==> config.mk <==
export PLATFORM = sky130hd
export DESIGN_NAME = vdp_cpu_port
export DESIGN_NICKNAME = d
export VERILOG_FILES = /design/src/rtl/vdp_cpu_port.sv
export SDC_FILE = /design/constraint.sdc
export NUM_CORES = 1
export LEC_CHECK = 0
export ABC_AREA = 1
export CAP_MARGIN = 25
export CELL_PAD_IN_SITES_DETAIL_PLACEMENT = 1
export CELL_PAD_IN_SITES_GLOBAL_PLACEMENT = 2
export CORE_ASPECT_RATIO = 0.7
export CORE_MARGIN = 5
export CORE_UTILIZATION = 25
export CTS_BUF_LIST = sky130_fd_sc_hd__clkbuf_4 sky130_fd_sc_hd__clkbuf_8 sky130_fd_sc_hd__clkbuf_16
export CTS_CLUSTER_SIZE = 16
export DETAILED_ROUTE_END_ITERATION = 8
export PLACE_DENSITY_LB_ADDON = 0.1
export SLEW_MARGIN = 20
export SYNTH_ARGS = -nofsm -noshare
export SYNTH_HDL_FRONTEND = slang
export SYNTH_SLANG_ARGS = --single-unit
==> constraint.sdc <==
create_clock -name clk -period 4.05 [get_ports clk]
set_input_delay 0.6075 -clock clk [delete_from_list [all_inputs] [get_ports clk]]
set_output_delay 0.6075 -clock clk [all_outputs]
set_load 0.005 [all_outputs]
==> src/rtl/vdp_cpu_port.sv <==
// CPU-side port of a TMS9918-class VDP: control-port latch, register file, VRAM address counter,
// read-ahead buffer, sticky status and VRAM req/ack handshake. Optional int_n output under VDP_IRQ_OUT_EN.
module vdp_cpu_port #(
    parameter int ADDR_BITS  = 14,
    parameter int NUM_REGS   = 8,
    parameter int HI_REG_IDX = 14
) (
    input  logic                  clk,
    input  logic                  reset,
    input  logic                  io_wr,
    input  logic                  io_rd,
    input  logic                  port_sel,
    input  logic [7:0]            din,
    output logic [7:0]            dout,
    output logic                  vram_req,
    output logic                  vram_we,
    output logic [ADDR_BITS-1:0]  vram_addr,
    output logic [7:0]            vram_wdata,
    input  logic                  vram_ack,
    input  logic [7:0]            vram_rdata,
    input  logic                  int_set,
    input  logic                  coll_set,
    input  logic                  fifth_set,
    input  logic [4:0]            fifth_num,
    output logic [NUM_REGS*8-1:0] regs,
    output logic                  overrun
`ifdef VDP_IRQ_OUT_EN
    ,
    output logic                  int_n
`endif
);

    localparam logic [0:0] ST_IDLE = 1'b0;
    localparam logic [0:0] ST_REQ  = 1'b1;

    logic [0:0]           state_reg;
    logic [7:0]           regs_reg [NUM_REGS];
    logic [ADDR_BITS-1:0] addr_reg;
    logic [ADDR_BITS-1:0] addr_load;
    logic [ADDR_BITS-1:0] vram_addr_reg;
    logic [7:0]           vram_wdata_reg;
    logic                 vram_we_reg;
    logic                 latch_reg;
    logic [7:0]           first_byte_reg;
    logic [7:0]           rbuf_reg;
    logic                 flag_f_reg;
    logic                 flag_c_reg;
    logic                 flag_5s_reg;
    logic [4:0]           fifth_reg;
    logic                 overrun_reg;

    // Write wins over a simultaneous read strobe.
    logic wr_en, rd_en, ctrl_wr, data_wr, ctrl_rd, data_rd;
    logic second_byte, reg_wr, addr_set, rd_setup, busy, ack_ok;
    logic issue_wr, issue_rd, dropped;

    assign wr_en       = io_wr;
    assign rd_en       = io_rd & ~io_wr;
    assign ctrl_wr     = wr_en & port_sel;
    assign data_wr     = wr_en & ~port_sel;
    assign ctrl_rd     = rd_en & port_sel;
    assign data_rd     = rd_en & ~port_sel;
    assign second_byte = ctrl_wr & latch_reg;
    assign reg_wr      = second_byte & din[7];
    assign addr_set    = second_byte & ~din[7];
    assign rd_setup    = addr_set & ~din[6];
    assign busy        = (state_reg == ST_REQ);
    assign ack_ok      = busy & vram_ack;
    assign issue_wr    = data_wr & ~busy;
    assign issue_rd    = (data_rd | rd_setup) & ~busy;
    assign dropped     = (data_wr | data_rd | rd_setup) & busy;

    generate
        if (ADDR_BITS > 14) begin : g_hi_addr
            assign addr_load = {regs_reg[HI_REG_IDX][ADDR_BITS-15:0], din[5:0], first_byte_reg};
        end else begin : g_lo_addr
            assign addr_load = {din[5:0], first_byte_reg};
        end
    endgenerate

    always_ff @(posedge clk) begin
        if (reset) begin
            state_reg      <= ST_IDLE;
            vram_we_reg    <= 1'b0;
            vram_addr_reg  <= '0;
            vram_wdata_reg <= 8'h00;
        end else begin
            case (state_reg)
                ST_IDLE: begin
                    if (issue_wr) begin
                        state_reg      <= ST_REQ;
                        vram_we_reg    <= 1'b1;
                        vram_addr_reg  <= addr_reg;
                        vram_wdata_reg <= din;
                    end else if (issue_rd) begin
                        state_reg     <= ST_REQ;
                        vram_we_reg   <= 1'b0;
                        vram_addr_reg <= rd_setup ? addr_load : addr_reg;
                    end
                end
                default: begin
                    if (vram_ack)
                        state_reg <= ST_IDLE;
                end
            endcase
        end
    end

    always_ff @(posedge clk) begin
        if (reset) begin
            addr_reg       <= '0;
            latch_reg      <= 1'b0;
            first_byte_reg <= 8'h00;
            rbuf_reg       <= 8'h00;
            overrun_reg    <= 1'b0;
            for (int i = 0; i < NUM_REGS; i++)
                regs_reg[i] <= 8'h00;
        end else begin
            if (addr_set)
                addr_reg <= addr_load;
            else if (ack_ok)
                addr_reg <= addr_reg + ADDR_BITS'(1);

            if (ctrl_wr)
                latch_reg <= ~latch_reg;
            else if (data_wr | data_rd | ctrl_rd)
                latch_reg <= 1'b0;

            if (ctrl_wr & ~latch_reg)
                first_byte_reg <= din;

            if (issue_wr)
                rbuf_reg <= din;
            else if (ack_ok & ~vram_we_reg)
                rbuf_reg <= vram_rdata;

            if (dropped)
                overrun_reg <= 1'b1;

            // Out-of-range register numbers simply match no entry.
            for (int i = 0; i < NUM_REGS; i++)
                if (reg_wr && (din[5:0] == 6'(i)))
                    regs_reg[i] <= first_byte_reg;
        end
    end

    // A set pulse coincident with the clearing read keeps its flag set.
    always_ff @(posedge clk) begin
        if (reset) begin
            flag_f_reg  <= 1'b0;
            flag_c_reg  <= 1'b0;
            flag_5s_reg <= 1'b0;
            fifth_reg   <= 5'h00;
        end else begin
            flag_f_reg  <= int_set   | (flag_f_reg  & ~ctrl_rd);
            flag_c_reg  <= coll_set  | (flag_c_reg  & ~ctrl_rd);
            flag_5s_reg <= fifth_set | (flag_5s_reg & ~ctrl_rd);
            if (fifth_set && (!flag_5s_reg || ctrl_rd))
                fifth_reg <= fifth_num;
        end
    end

`ifdef VDP_IRQ_OUT_EN
    always_ff @(posedge clk) begin
        if (reset)
            int_n <= 1'b1;
        else
            int_n <= ~(flag_f_reg & regs_reg[1][5]);
    end
`endif

    generate
        for (genvar gi = 0; gi < NUM_REGS; gi++) begin : g_regs_flat
            assign regs[gi*8 +: 8] = regs_reg[gi];
        end
    endgenerate

    assign dout       = port_sel ? {flag_f_reg, flag_5s_reg, flag_c_reg, flag_5s_reg ? fifth_reg : 5'h1F}
                                 : rbuf_reg;
    assign vram_req   = busy;
    assign vram_we    = vram_we_reg;
    assign vram_addr  = vram_addr_reg;
    assign vram_wdata = vram_wdata_reg;
    assign overrun    = overrun_reg;

endmodule

==> results.md <==
| Item | Value |
|:---|:---|
| Total clock buffers created by CTS | 17 |
| Overall die height | 133 um |
| Share of the clock period used by the worst path after layout | 71.8% |
| Number of gates resized after cts | 0 |
| Clock skew | 0.0113 ns |
| Critical setup path kind | primary input to primary output |
| Slew Limit Fails | 0 |
| Share of cells above drive strength 1 | 7.47% |
| Initial Util | 25.7% |
| Slew @ Worst Pin | 0.832 ns |
| Drt drc | 0 |
| Placeable Area | 0.0210 mm^2 |
| Max FFs per register | 64 |
| Setup WS post-layout | 1.14 ns |
| Routability-driven placement congestion ratio | 0.751 |
| Congestion Overflow GR | 0 |
| Pin count of the biggest net entering global routing | 39 |
| Drt initial violations | 196 |
| Clock-pin slew reported for the worst setup and hold paths after clock tree synthesis | 0.06 ns |
| Synthesis Warnings | 0 |
| Run status | complete, no violations |
| Total wire length | 18.3 mm |
| Critical register-to-register path startpoint | vram_req$_SDFF_PP0_ |
| Number of diodes added for antenna fixing | 0 |
| Hold buffers post-CTS | 0 |
| Share of synthesized registers carrying an async set or reset | 0% |
| Setup violations, final | 0 |
| R2R Path End | rbuf_reg[3]$_SDFFE_PP0P_ |
| Total of flip-flops plus latches after synthesis | 128 |
| Post-synthesis cell type count | 26 |
| Static power due to leakage | 2.91 nW |
| Port-buffer cells | 126 |
| Pre-Repair DR Iteration Count | 4 |
| Post-synthesis to final-layout area growth | 39.9% |
| Share of synthesized cell area in and, or, nand and nor gates | 24.8% |
| Dominant combinational cell family by area after synthesis | simple AND/OR/NAND/NOR gates |
| Die footprint | 0.0246 mm^2 |
| Remaining number of nets flagged by the antenna check after routing | 0 |
| Share of the synthesized area in the top cell type | 35.7% |
| CP Data Arrival Time | 2.30 ns |
| Total power of the final layout | 0.00334 W |
| Hold WC Path Type | flip-flop to flip-flop |
| Unrepaired setup endpoints after global routing | no |
| Std cell rows | 44 |
| Most common library cells after synthesis | nor2_1 (131), nand2_1 (124), inv_1 (73) |
| Avg Cell Area, Syn | 8.71 um^2 |
| Count of final hold-check violations | 0 |
| Bufs on Longest Clock Path | 2 |
| Max Clock Freq | 344 MHz |
| Areal power density over the cells | 443 mW/mm^2 |
| Root buffer selected by CTS | clkbuf_16 |
| Post-Place Worst Slack | 1.06 ns |
| HPWL after detailed placement | 13.7 mm |
| Horizontal extent of the die | 185 um |
| Vias after detailed routing | 4603 |
| Number of cells produced by synthesis | 619 |
| Synthesized-area fraction occupied by adder cells | 0.232% |
| Clock H-tree levels | 4 |
| Endpoint with the worst hold slack | vram_wdata[5]$_SDFFE_PP0P_ |
| Count of pins on the block boundary | 127 |
| Compound-gate portion of the synthesized area | 7.78% |
| Post-CTS repair timing setup buffer count | 0 |
| TritonCTS clock tree | built |
| Worst slew slack as a fraction of its limit | 44.4% |
| Tot GR Track Use | 15.3% |
| Wire length of the first global-routing pass | 28.8 mm |
| Number of antenna violations at the first check in global routing | 0 |
| Max-cap violation count | 0 |
| Worst setup slack for register-to-register paths | 1.83 ns |
| Worst hold slack | 0.476 ns |
| Cell type with the largest total area after synthesis | edfxtp_1 |
| Via count of the first global-routing pass | 4916 |
| Final net count | 781 |
| Clock latency at the later pin of the worst-skew pair | 0.43 ns |
| CP Launch Type | primary input |
| Mux cell area share after synthesis | 0% |
| Setup tns final | 0 ns |
| Most used flip-flop cell after synthesis | edfxtp_1 |
| Cell types occupying the most area after synthesis | edfxtp_1 (36%), dfxtp_1 (24%), nor2_1 (9.1%) |
| Count of flip-flops with a built-in enable after synthesis | 64 |
| Total clock sinks | 128 |
| Xor and xnor area share after synthesis | 0.488% |
| Routed vias/inst | 4.43 |
| Total standard cell area after synthesis | 0.00539 mm^2 |
| Worst-path maximum fanout | 7 |
| Proportion of synthesized chip area in sequential cells | 59.4% |
| Min-delay src | vram_wdata[5]$_SDFFE_PP0P_ |
| Average wire per standard cell | 17.6 um |
| Shortest clock period the worst path allows after layout | 2.91 ns |
| Net count after synthesis | 650 |
| Worst Reg-to-Reg Cells | 5 |
| Cell with the most instances after synthesis | nor2_1 |
| Worst Hold Path Cells | 2 |
| Data required time of the critical path | 3.44 ns |
| Count of fill cells added during filler insertion | 2427 |
| Worst vdd ir | 0.263 mV |
| CP Capture Type | primary output |
## layout by cell type (no fill, tap or decap), drive strengths merged, types with 2 or more instances in the layout
cell type / n
a21oi: 30
a31oi: 8
buf: 6
clkbuf: 17
clkdlybuf4s50: 126
clkinv: 5
dfxtp: 64
edfxtp: 64
inv: 81
nand2: 141
nand3: 37
nor2: 131
nor3: 7
o21ai: 28
o22a: 5
o22ai: 2
xor2: 3
## metrics by stage
stage | utilization [%] | instances | instance area (um^2)
CTS | 35.8 | 1037 | 7500
global route | 35.9 | 1039 | 7540
global placement | 32.9 | 1005 | 6910
detailed placement | 32.9 | 1005 | 6910
finish | 35.9 | 1039 | 7540
floorplan | - | 619 | 5390
## worst max-delay path by stage
stage          startpoint                            end  depth (start not counted)
2_1_floorplan      din[5]      regs_reg[1][24]$_DFFE_PP_                          5
3_3_place_gp     port_sel   regs_reg[0][4]$_SDFFCE_PN0P_                          7
3_5_place_dp     port_sel  regs_reg[0][13]$_SDFFCE_PN0P_                          7
4_1_cts          port_sel                        dout[4]                          5
5_1_grt          port_sel                        dout[3]                          5
6_report         port_sel                        dout[4]                          5
## routing by layer
layer | GRT usage [%] | part of all wire [%] | vias to the layer above
li1 | - | - | 2264
met1 | 21.5 | 50 | 2219
met2 | 23.1 | 43 | 105
met3 | 4.69 | 5.9 | 15
met4 | 3.91 | 0.90 | 0
met5 | 0 | 0 | -
## layout make-up
| class | instances | area [um^2] | area share, % |
|---|---|---|---|
| flip-flops and latches | 128 | 3200 | 42.5 |
| multi-input cells | 398 | 1800 | 23.8 |
| repair buffers | 132 | 1330 | 17.6 |
| clock buffers | 17 | 425 | 5.64 |
| well taps | 276 | 345 | 4.58 |
| inverters | 73 | 274 | 3.63 |
| clock inverters | 15 | 169 | 2.24 |
## kinds of logic after synthesis
logic type	Yosys count
AOI/OAI and AO/OA	76
adders and majority gates	1
xor gates and xnor gates	3
DFF	128
and+or+nand+nor	318
buffers and inverters	93
## worst max-delay path, cell delays in order
cell	delay, ns
clkdlybuf4s50_1	0.65
buf_4	0.22
nand2_1	0.15
o22a_1	0.21
clkdlybuf4s50_1	0.46
## power by group
part / internal (W) / leakage [nW] / total, W / switching (W)
logic: 0.000156 / 1.44 / 0.000336 / 0.000179
clock network: 0.000878 / 0.290 / 0.00155 / 0.000676
registers: 0.00142 / 1.19 / 0.00145 / 0.0000315
No activity file was read; power rests on OpenSTA's default activity.
